## src/rtl/ctrl_pkg.sv

```systemverilog
// rtl/ctrl_pkg.sv - shared encodings, control word and condition helper for the control path
package ctrl_pkg;

  typedef enum logic [1:0] {
    OP_DP  = 2'b00,
    OP_MEM = 2'b01,
    OP_BR  = 2'b10,
    OP_NOP = 2'b11
  } op_t;

  localparam logic [3:0] ALU_ADD = 4'b0100;
  localparam logic [3:0] ALU_SUB = 4'b0010;
  localparam logic [3:0] ALU_BX  = 4'b1101;

  localparam logic [5:0] FUNCT_BX = 6'b010010;

  localparam logic [3:0] COND_EQ = 4'h0, COND_NE = 4'h1, COND_CS = 4'h2, COND_CC = 4'h3;
  localparam logic [3:0] COND_MI = 4'h4, COND_PL = 4'h5, COND_VS = 4'h6, COND_VC = 4'h7;
  localparam logic [3:0] COND_HI = 4'h8, COND_LS = 4'h9, COND_GE = 4'ha, COND_LT = 4'hb;
  localparam logic [3:0] COND_GT = 4'hc, COND_LE = 4'hd, COND_AL = 4'he, COND_NV = 4'hf;

  localparam int FLAG_N = 3;
  localparam int FLAG_Z = 2;
  localparam int FLAG_C = 1;
  localparam int FLAG_V = 0;

  localparam logic [1:0] SH_ROR = 2'b11;

  typedef struct packed {
    logic [3:0] cond;
    logic       reg_write;
    logic       mem_write;
    logic       mem_to_reg;
    logic       pc_src;
    logic       branch;
    logic       bl;
    logic       alu_src;
    logic [1:0] flag_write;
    logic [3:0] alu_control;
    logic [1:0] shift_control;
    logic [4:0] shamt;
  } ctrl_word_t;

  localparam ctrl_word_t CTRL_BUBBLE = '0;

  function automatic logic cond_holds(input logic [3:0] cond, input logic [3:0] nzcv);
    logic n, z, c, v;
    n = nzcv[FLAG_N];
    z = nzcv[FLAG_Z];
    c = nzcv[FLAG_C];
    v = nzcv[FLAG_V];
    case (cond)
      COND_EQ: cond_holds = z;
      COND_NE: cond_holds = ~z;
      COND_CS: cond_holds = c;
      COND_CC: cond_holds = ~c;
      COND_MI: cond_holds = n;
      COND_PL: cond_holds = ~n;
      COND_VS: cond_holds = v;
      COND_VC: cond_holds = ~v;
      COND_HI: cond_holds = c & ~z;
      COND_LS: cond_holds = ~c | z;
      COND_GE: cond_holds = (n == v);
      COND_LT: cond_holds = (n != v);
      COND_GT: cond_holds = ~z & (n == v);
      COND_LE: cond_holds = z | (n != v);
      COND_AL: cond_holds = 1'b1;
      default: cond_holds = 1'b0;
    endcase
  endfunction

endpackage

```

## src/rtl/cond_check.sv

```systemverilog
// rtl/cond_check.sv - Execute-stage condition evaluation and the NZCV flag register
module cond_check
  import ctrl_pkg::*;
#(
  parameter bit         COND_EN     = 1'b1,
  parameter logic [3:0] RESET_FLAGS = 4'b0000
) (
  input  logic       clk,
  input  logic       rst_n,
  input  logic [3:0] cond,
  input  logic [1:0] flag_write,
  input  logic       hold,
  input  logic [3:0] alu_flags,
  output logic       cond_ex,
  output logic [3:0] flags_q
);

  assign cond_ex = COND_EN ? cond_holds(cond, flags_q) : 1'b1;

  // A stalled instruction re-executes next cycle, so its flags must not land yet.
  always_ff @(posedge clk) begin
    if (!rst_n) begin
      flags_q <= RESET_FLAGS;
    end else if (!hold && cond_ex) begin
      if (flag_write[0]) begin
        flags_q[FLAG_N] <= alu_flags[FLAG_N];
        flags_q[FLAG_Z] <= alu_flags[FLAG_Z];
      end
      if (flag_write[1]) begin
        flags_q[FLAG_C] <= alu_flags[FLAG_C];
        flags_q[FLAG_V] <= alu_flags[FLAG_V];
      end
    end
  end

endmodule

```

## src/rtl/pipe_ctrl_path.sv

```systemverilog
// rtl/pipe_ctrl_path.sv - ARM-subset control path: decode plus D/E, E/M, M/W control registers
module pipe_ctrl_path
  import ctrl_pkg::*;
#(
  parameter int         ALU_CTRL_W  = 4,
  parameter bit         COND_EN     = 1'b1,
  parameter logic [3:0] RESET_FLAGS = 4'b0000
) (
  input  logic                  clk,
  input  logic                  rst_n,
  input  logic [31:0]           instr_d,
  input  logic                  stall_e,
  input  logic                  flush_e,
  input  logic [3:0]            alu_flags_e,
  output logic [1:0]            imm_src_d,
  output logic [2:0]            reg_src_d,
  output logic [ALU_CTRL_W-1:0] alu_control_e,
  output logic                  alu_src_e,
  output logic                  cond_ex_e,
  output logic                  branch_taken_e,
  output logic [1:0]            shift_control_e,
  output logic [4:0]            shamt_e,
  output logic                  reg_write_m,
  output logic                  mem_write_m,
  output logic                  mem_to_reg_m,
  output logic                  pc_src_m,
  output logic                  reg_write_w,
  output logic                  mem_to_reg_w,
  output logic                  pc_src_w,
  output logic                  bl_w,
  output logic [3:0]            flags_q
);

  logic [1:0]  op_bits;
  logic [5:0]  funct;
  logic [3:0]  rd;
  logic [11:0] src2;
  logic        dp_write;
  logic        nz_only;

  assign op_bits  = instr_d[27:26];
  assign funct    = instr_d[25:20];
  assign rd       = instr_d[15:12];
  assign src2     = instr_d[11:0];
  assign dp_write = (funct[4:3] != 2'b10);
  // Logical ops leave C,V alone; arithmetic ones update all four flags.
  assign nz_only  = (funct[4:2] == 3'b000) || (funct[4:2] == 3'b100) || (funct[4:3] == 2'b11);

  ctrl_word_t ctrl_d, ctrl_e, de_q, em_q, mw_q;
  logic       cond_ex;

  always_comb begin
    ctrl_d      = CTRL_BUBBLE;
    imm_src_d   = 2'b00;
    reg_src_d   = 3'b000;
    ctrl_d.cond = instr_d[31:28];
    case (op_t'(op_bits))
      OP_DP: begin
        if (funct == FUNCT_BX && rd == 4'hf) begin
          ctrl_d.branch      = 1'b1;
          ctrl_d.pc_src      = 1'b1;
          ctrl_d.alu_control = ALU_BX;
        end else begin
          ctrl_d.reg_write = dp_write;
          ctrl_d.alu_src   = funct[5];
          ctrl_d.pc_src    = (rd == 4'hf) && dp_write;
          if (dp_write)                ctrl_d.alu_control = funct[4:1];
          else if (funct[2:1] == 2'b11) ctrl_d.alu_control = ALU_ADD;
          else                          ctrl_d.alu_control = {1'b0, funct[3:1]};
          if (funct[0]) ctrl_d.flag_write = nz_only ? 2'b01 : 2'b11;
          if (funct[5]) begin
            ctrl_d.shift_control = SH_ROR;
            ctrl_d.shamt         = {src2[11:8], 1'b0};
          end else begin
            ctrl_d.shift_control = src2[6:5];
            ctrl_d.shamt         = src2[11:7];
          end
        end
      end
      OP_MEM: begin
        ctrl_d.reg_write   = funct[0];
        ctrl_d.mem_to_reg  = funct[0];
        ctrl_d.mem_write   = ~funct[0];
        ctrl_d.alu_src     = ~funct[5];
        ctrl_d.alu_control = funct[3] ? ALU_ADD : ALU_SUB;
        reg_src_d          = 3'b010;
        imm_src_d          = 2'b01;
      end
      OP_BR: begin
        ctrl_d.pc_src      = 1'b1;
        ctrl_d.branch      = 1'b1;
        ctrl_d.reg_write   = funct[4];
        ctrl_d.bl          = funct[4];
        ctrl_d.alu_src     = 1'b1;
        ctrl_d.alu_control = ALU_ADD;
        reg_src_d          = {funct[4], 2'b01};
        imm_src_d          = 2'b10;
      end
      default: ;
    endcase
  end

  cond_check #(
    .COND_EN     (COND_EN),
    .RESET_FLAGS (RESET_FLAGS)
  ) u_cond_check (
    .clk        (clk),
    .rst_n      (rst_n),
    .cond       (de_q.cond),
    .flag_write (de_q.flag_write),
    .hold       (stall_e),
    .alu_flags  (alu_flags_e),
    .cond_ex    (cond_ex),
    .flags_q    (flags_q)
  );

  // Squashed instructions keep flowing but lose every architectural side effect.
  always_comb begin
    ctrl_e            = de_q;
    ctrl_e.reg_write  = de_q.reg_write & cond_ex;
    ctrl_e.mem_write  = de_q.mem_write & cond_ex;
    ctrl_e.pc_src     = de_q.pc_src & cond_ex;
    ctrl_e.branch     = de_q.branch & cond_ex;
    ctrl_e.flag_write = de_q.flag_write & {2{cond_ex}};
  end

  always_ff @(posedge clk) begin
    if (!rst_n) begin
      de_q <= CTRL_BUBBLE;
      em_q <= CTRL_BUBBLE;
      mw_q <= CTRL_BUBBLE;
    end else begin
      if (flush_e)       de_q <= CTRL_BUBBLE;
      else if (!stall_e) de_q <= ctrl_d;
      em_q <= stall_e ? CTRL_BUBBLE : ctrl_e;
      mw_q <= em_q;
    end
  end

  assign alu_control_e   = ALU_CTRL_W'(de_q.alu_control);
  assign alu_src_e       = de_q.alu_src;
  assign shift_control_e = de_q.shift_control;
  assign shamt_e         = de_q.shamt;
  assign cond_ex_e       = cond_ex;
  assign branch_taken_e  = de_q.branch & cond_ex;

  assign reg_write_m  = em_q.reg_write;
  assign mem_write_m  = em_q.mem_write;
  assign mem_to_reg_m = em_q.mem_to_reg;
  assign pc_src_m     = em_q.pc_src;

  assign reg_write_w  = mw_q.reg_write;
  assign mem_to_reg_w = mw_q.mem_to_reg;
  assign pc_src_w     = mw_q.pc_src;
  assign bl_w         = mw_q.bl;

  logic unused_bits;
  assign unused_bits = ^{instr_d[19:16], instr_d[4:0], em_q, mw_q};

endmodule
```

## config.mk

```make
export PLATFORM = sky130hd
export DESIGN_NAME = pipe_ctrl_path
export DESIGN_NICKNAME = d
export VERILOG_FILES = /design/src/rtl/ctrl_pkg.sv /design/src/rtl/cond_check.sv /design/src/rtl/pipe_ctrl_path.sv
export SDC_FILE = /design/constraint.sdc
export NUM_CORES = 1
export LEC_CHECK = 0
export CAP_MARGIN = 20
export CORE_MARGIN = 5
export CORE_UTILIZATION = 39
export CTS_CLUSTER_SIZE = 10
export DETAILED_ROUTE_END_ITERATION = 12
export PLACE_DENSITY_LB_ADDON = 0.1
export SYNTH_ARGS = -nofsm -noshare
export SYNTH_HDL_FRONTEND = slang
export SYNTH_SLANG_ARGS = --single-unit
```

## constraint.sdc

```tcl
create_clock -name clk -period 1.5 [get_ports clk]
set_input_delay 0.15 -clock clk [delete_from_list [all_inputs] [get_ports clk]]
set_output_delay 0.15 -clock clk [all_outputs]
set_load 0.005 [all_outputs]
```

### After elaboration in Yosys (flattened, before gate mapping)

Index checks and enable logic that the tools add are counted.

* output and inout bits: 31
* logic and storage cells: 98
* input bits: 40
* register bits after elaboration: 37

* reduce and logical (&&, ||, !) cells: 13
* eq/ne operators: 24
* bitwise gates (word level): 15
* multiplexer cells: 23

Operator list (number)
* 4-bit == test, second input constant: 8
* 7-bit two-way mux: 3
* 4-bit by 3-bit == test with 1-bit output, second input constant: 4
* 1-bit one-hot mux with 15 select lines: 1
* 4-bit one-hot mux with 3 select lines: 1
* 3-bit two-way mux: 3
* 4-bit by 2-bit == test with 1-bit output, second input constant: 2
* 2-bit two-way mux: 4
* 4-bit two-way mux: 2
* 2-bit one-hot mux with 2 select lines: 2
* 1-bit NOT: 7
* 1-bit AND: 6
* 2-bit == test, second input constant: 3
* 6-bit by 5-bit == test with 1-bit output, second input constant: 1
* 1-bit one-hot mux with 3 select lines: 2
* 3-bit one-hot mux with 2 select lines: 1
* 4-bit by 1-bit == test with 1-bit output, second input constant: 1
* 4-bit zero test: 1
* 1-bit two-way mux: 4
* 2-bit AND reduction: 2
* 2-bit OR reduction: 2
* 3-bit == test, second input constant: 1
* 1-bit logical AND: 3
* 3-bit zero test: 1
* 8 further kinds: 10

### Depth between registers and ports, before layout

Gate-level depths: netlist of run 1.

* word-level depth: 7
* gate-level depth with buffers: 6
* gate-level depth less buffers: 5

### Modules after synthesis

A second synthesis of run 1 with hierarchy kept.

* cells, all modules: 199
* area total of the unflattened synthesis: 1774.2 um^2

By module, submodules not included
* pipe_ctrl_path: instances 1, sequential area each 660.6 um^2, area an instance 1378.8 um^2, cells an instance 150
* cond_check: instances 1, sequential area each 80.1 um^2, area an instance 395.4 um^2, cells an instance 49

### Worst setup path after synthesis of run 1

No wires, ideal clock.

* path type: reg-to-reg
* start point: reg de_q (netlist bit ctrl_e[21])
* end point: reg u_cond_check.flags_q[0]
* path slack: -90 ps
* required time: 1428 ps
* buffers on the path: 1
* setup time: 72 ps
* period minus slack after synthesis: 1590 ps
* arrival: 1518 ps
* cell stages (with the launch flop): 7
* cells stage by stage: dfxtp_1 > buf_2 > mux2_1 > a211oi_1 > a22oi_2 > a21oi_2 > mux2i_1

* cells in the longest elaborated chain, start to end: 4
* elaborated cells between the ends (all ways): 18
* classes of those cells: eq/ne (14); mux (1); reduce/logical (3)

Ends and longest elaborated chain
* from (decl): RTL line pipe_ctrl_path.sv:49 `ctrl_word_t ctrl_d, ctrl_e, de_q, em_q, mw_q;`
* from (signal assigned): RTL line pipe_ctrl_path.sv:134 `else if (!stall_e) de_q <= ctrl_d;`
* 4-bit == test (tied with other cells): RTL line ctrl_pkg.sv:52 `case (cond)`
* 1-bit one-hot mux with 15 select lines (*): RTL line ctrl_pkg.sv:52
* 1-bit logical AND (*): RTL line cond_check.sv:24 `end else if (!hold && cond_ex) begin`
* 2-bit AND reduction (no source line) (*)
* to (signal, indexed assignment): RTL line cond_check.sv:26 `flags_q[FLAG_N] <= alu_flags[FLAG_N];`
* to (signal, indexed assignment): RTL line cond_check.sv:27 `flags_q[FLAG_Z] <= alu_flags[FLAG_Z];`
* to (signal, indexed assignment): RTL line cond_check.sv:30 `flags_q[FLAG_C] <= alu_flags[FLAG_C];`
* to (decl): RTL line cond_check.sv:15 `output logic [3:0] flags_q`

Every way passes the cells marked *; elsewhere a longest branch is shown, timed or not.
A chain may end at the register's enable or synchronous reset.

### Final worst setup path of run 1

* start point: reg de_q (netlist bit ctrl_e[22])
* end point: out cond_ex_e

* cells in the longest elaborated chain, start to end: 2
* elaborated cells between the ends (all ways): 16
* classes of those cells: eq/ne (14); mux (1); reduce/logical (1)

Ends and longest elaborated chain
* 4-bit == test (tied with other cells): RTL line ctrl_pkg.sv:52
* 1-bit one-hot mux with 15 select lines (*): RTL line ctrl_pkg.sv:52
* to (decl): RTL line pipe_ctrl_path.sv:19 `output logic cond_ex_e,`

Marks and branches as above.

==> results.md, run 1 <==
* Run status: finished, violations left
* Failing checks: setup timing
* Setup crit start: ctrl_e[22]
* CTS tree: done
* Syn_nets at 247
* Crit Path Category: reg -> out
* Layout Nets at 338
* Mapped cell area at approximately 1800 µm²
* Vias in the first global route at 1684
* WP data required at between 1 and 1.5 ns
* Routed Antenna Nets at 0
* Register Area at 763 µm²
* Register bit total from synthesis at 37
* Pwr Density at 799 nW/µm²
* Final setup viols at 9
* Tightest slew margin relative to the limit at 68.5%
* Initial antenna violation count at 0
* Routed length on met1 at roughly 2100 µm
* Synth Instances at about 210
* CP Capture Type: output port
* Largest net degree at the start of global routing at 25
* WL met3 at 310 µm
* Fin crit share at 120%
* TritonRoute pass-1 iters at 5
* I/O pins at 71
* Vias per cell at slightly above 5
* Fin. Hold Viols at 0
* Avg Inst Size Synth at about 8.5 µm²
* Core footprint at 4350 µm²
* Clk buf depth at 2
* Crit Reg-Reg Startpoint: ctrl_e[21]
* Hold wc startpoint: instr_d[23]
* Worst Path Max Fanout at 5
* CTS Root Cell: clkbuf_8
* Finished Layout Cells at 351
* DP Cell Count at 335
* Routed wire length at approximately 4800 µm
* DRC Markers at 0
* Vias at 1769
* Worst Tran Pin Value at about 0.46 ns
* RSZ-0062 raised after global routing: yes
* Worst Clk Skew at between 0.0015 and 0.002 ns
* Chip width at 77.1 µm
* Sink Count at 37
* Clock Latency Late Sink at 0.28 ns
* Net Switching at approximately 0.49 mW
* CTS buffer count at 5
* Sw Share at 21.0%
* Sequential fraction of the synthesis area at a little over two fifths
* Wire per inst at 13.7 µm
* Area of the multi-input gates at 947 µm²
* Chip height at 77.1 µm
* Clock period minus worst slack at roughly 1.8 ns
* Leak pwr at 1.18 nW
* Final Wtd Congestion at approximately 0.82
* Total GRT Usage at 15.9%
* Worst Hold Class: in -> reg
* Layout cells sized above 1 at between 20% and 30%
* Number of H-tree levels at 2
* Row cnt at 24
* Combinational power share at about 14%
* DP HPWL at 3390 µm
* Slew Limit Fails at 0
* Total Power at 2.33 mW
* CTS Hold Bufs at 0
* Library cells used by synthesis at 43
* Initial Utilization at 40.4%
* Maximum vdd drop at approximately 0.56 mV
* Worst hold margin at 0.392 ns
* Buffers added on ports at 61
* Setup crit start kind: register
* First DRT Iteration DRCs at 58
* Max-Cap Viols at 0
* Syn. warnings at 0
* Area delta synth->final at 65.9%
* Max Used Layer: met4
* Fillcell total at around 370
* Full die area at 5950 µm²
* Sequential Power Share at 42.9%
* First-pass GRT wire length at 7870 µm
* Total gr overflow at 0
* Fmax at 555 MHz
* Reg clk slew, reported paths at 0.07 ns
* Internal power at 1.84 mW
* WP data arrival at 1.65 ns
* Met2 wire len at 2290 µm
* Antenna Cells at 0
* Clk network pwr share at approximately 43%
* Final setup margin at -0.303 ns
-- kinds of logic (layout without fill, tap and decap cells) --
| family | count (synthesis) | count (layout) | synth area share [%] |
|---|---|---|---|
| DFF | 37 | 37 | 42.1 |
| muxes | 12 | 12 | 6.90 |
| buffers and inverters | 32 | 124 | 10.0 |
| xor gates and xnor gates | 2 | 2 | 0.997 |
| and+or+nand+nor | 83 | 83 | 24.0 |
| AOI/OAI and AO/OA | 41 | 41 | 15.9 |
-- path summary, 6_finish.rpt --
kind / slack, ns / depth (start not counted) / to
setup reg to reg: -0.19 / 5 / u_cond_check.flags_q[1]
hold / removal: 0.39 / 5 / de_q[12]
hold reg to reg: 0.44 / 1 / bl_w
setup / recovery: -0.30 / 7 / cond_ex_e
-- critical path, cell delays in order, from the launching register on --
cell       delay [ns]
dfxtp_4          0.38
buf_4            0.11
nand3b_1         0.11
o2bb2ai_4        0.19
o2111a_2         0.26
nand2_2          0.07
buf_4            0.13
buf_2            0.12
-- sequential cells by signal, indices dropped and copies added, names as in the netlist --
signal	count
mem_write_m	1
alu_control_e	4
ctrl_e	6
pc_src_m	1
de_q	6
reg_write_w	1
reg_write_m	1
em_q	1
alu_src_e	1
bl_w	1
mem_to_reg_m	1
u_cond_check.flags_q	4
shamt_e	5
pc_src_w	1
mem_to_reg_w	1
shift_control_e	2
-- metrics by stage --
step                      setup slack [ns]  cell area (µm²)  TNS (ns)  utilization [%]
final                               -0.303             2920     -1.59             67.0
after global routing                -0.382             2920     -2.31             67.0
after CTS                           -0.283             2840     -1.05             65.2
after detailed placement            -0.429             2610     -5.79             59.9
after global placement              -0.415             2610     -5.31             59.9
after floorplan                   -0.00741             1790   -0.0296                -
-- final cells by class --
cell class	count	share of cell area, %
clock buffers	5	2.36
clock inverters	3	2.23
inverters	4	0.515
multi-input cells	138	32.5
flip-flops and latches	37	26.2
well taps	52	2.23
repair buffers	112	34.0
-- per-layer routing --
layer	vias up	track usage, %
met5	-	0
met4	0	4.98
met3	5	4.33
met2	61	27.0
met1	817	19.3
li1	886	-
-- synthesized netlist by cell type, drive strengths merged --
library cell / count / area, µm²
a2111oi: 2 / 17.5
a211o: 2 / 17.5
a211oi: 3 / 22.5
a21oi: 17 / 92.6
a22oi: 7 / 57.6
a31oi: 2 / 12.5
and2: 8 / 50.1
and3: 4 / 25.0
and3b: 1 / 8.76
buf: 18 / 124
clkbuf: 10 / 37.5
dfxtp: 37 / 741
inv: 4 / 15.0
mux2: 1 / 11.3
mux2i: 11 / 110
nand2: 21 / 78.8
nand2b: 1 / 6.26
nand3: 1 / 5.00
nand3b: 3 / 22.5
nand4: 2 / 12.5
nor2: 28 / 105
nor2b: 5 / 31.3
nor3: 2 / 15.0
nor3b: 1 / 7.51
nor4: 1 / 12.5
nor4b: 1 / 8.76
o2111a: 1 / 11.3
o211ai: 1 / 7.51
o21ai: 3 / 15.0
o221ai: 1 / 8.76
o2bb2ai: 1 / 8.76
o31a: 1 / 8.76
or3: 2 / 17.5
or4: 2 / 15.0
xnor2: 1 / 8.76
xor2: 1 / 8.76
-- repair_timing --
item / 4_1_cts / 5_1_grt
setup buffers: 6 / 4
pin swaps: 12 / 5
setup endpoints to repair: 18 / 13
gates resized for setup: 44 / 10
-- placed cells by master (no fill, tap or decap), types with 2 or more instances in the layout --
master | Yosys | final
a2111oi_0 | 2 | 2
and2_1 | 8 | 7
bufinv_16 | 0 | 2
mux2i_1 | 11 | 11
o21ai_0 | 3 | 2
buf_6 | 0 | 5
nor2b_1 | 5 | 4
a21oi_4 | 0 | 2
a211o_1 | 2 | 2
nand2_1 | 21 | 20
or4_1 | 2 | 2
a31oi_1 | 2 | 2
nand4_1 | 2 | 2
dfxtp_4 | 0 | 5
and3_1 | 4 | 4
clkbuf_8 | 0 | 5
dlygate4sd2_1 | 0 | 12
clkdlybuf4s50_1 | 0 | 46
buf_4 | 14 | 47
dfxtp_1 | 37 | 29
inv_1 | 3 | 3
dfxtp_2 | 0 | 3
a21oi_1 | 15 | 14
nor2_1 | 28 | 28
a22oi_1 | 6 | 6
nand3b_1 | 3 | 3
-- power groups by stage --
stage | Combinational, mW | Clock [mW] | Sequential [mW]
5_1_grt | 0.360 | 1.06 | 1.00
3_5_place_dp | 0.315 | 0 | 1.03
6_report | 0.331 | 1.00 | 0.999
3_3_place_gp | 0.314 | 0 | 1.03
4_1_cts | 0.320 | 1.03 | 1.00
2_1_floorplan | 0.133 | 0 | 1.02
No activity file was read; power rests on OpenSTA's default activity.
==> run 2: changes to the inputs <==
Settings changed: ABC_CLOCK_PERIOD_IN_PS set to 1500, HOLD_SLACK_MARGIN set to 0.1.
==> results of run 2 <==
Same layout as run 1: the final DEF is identical, and so are final timing and power.
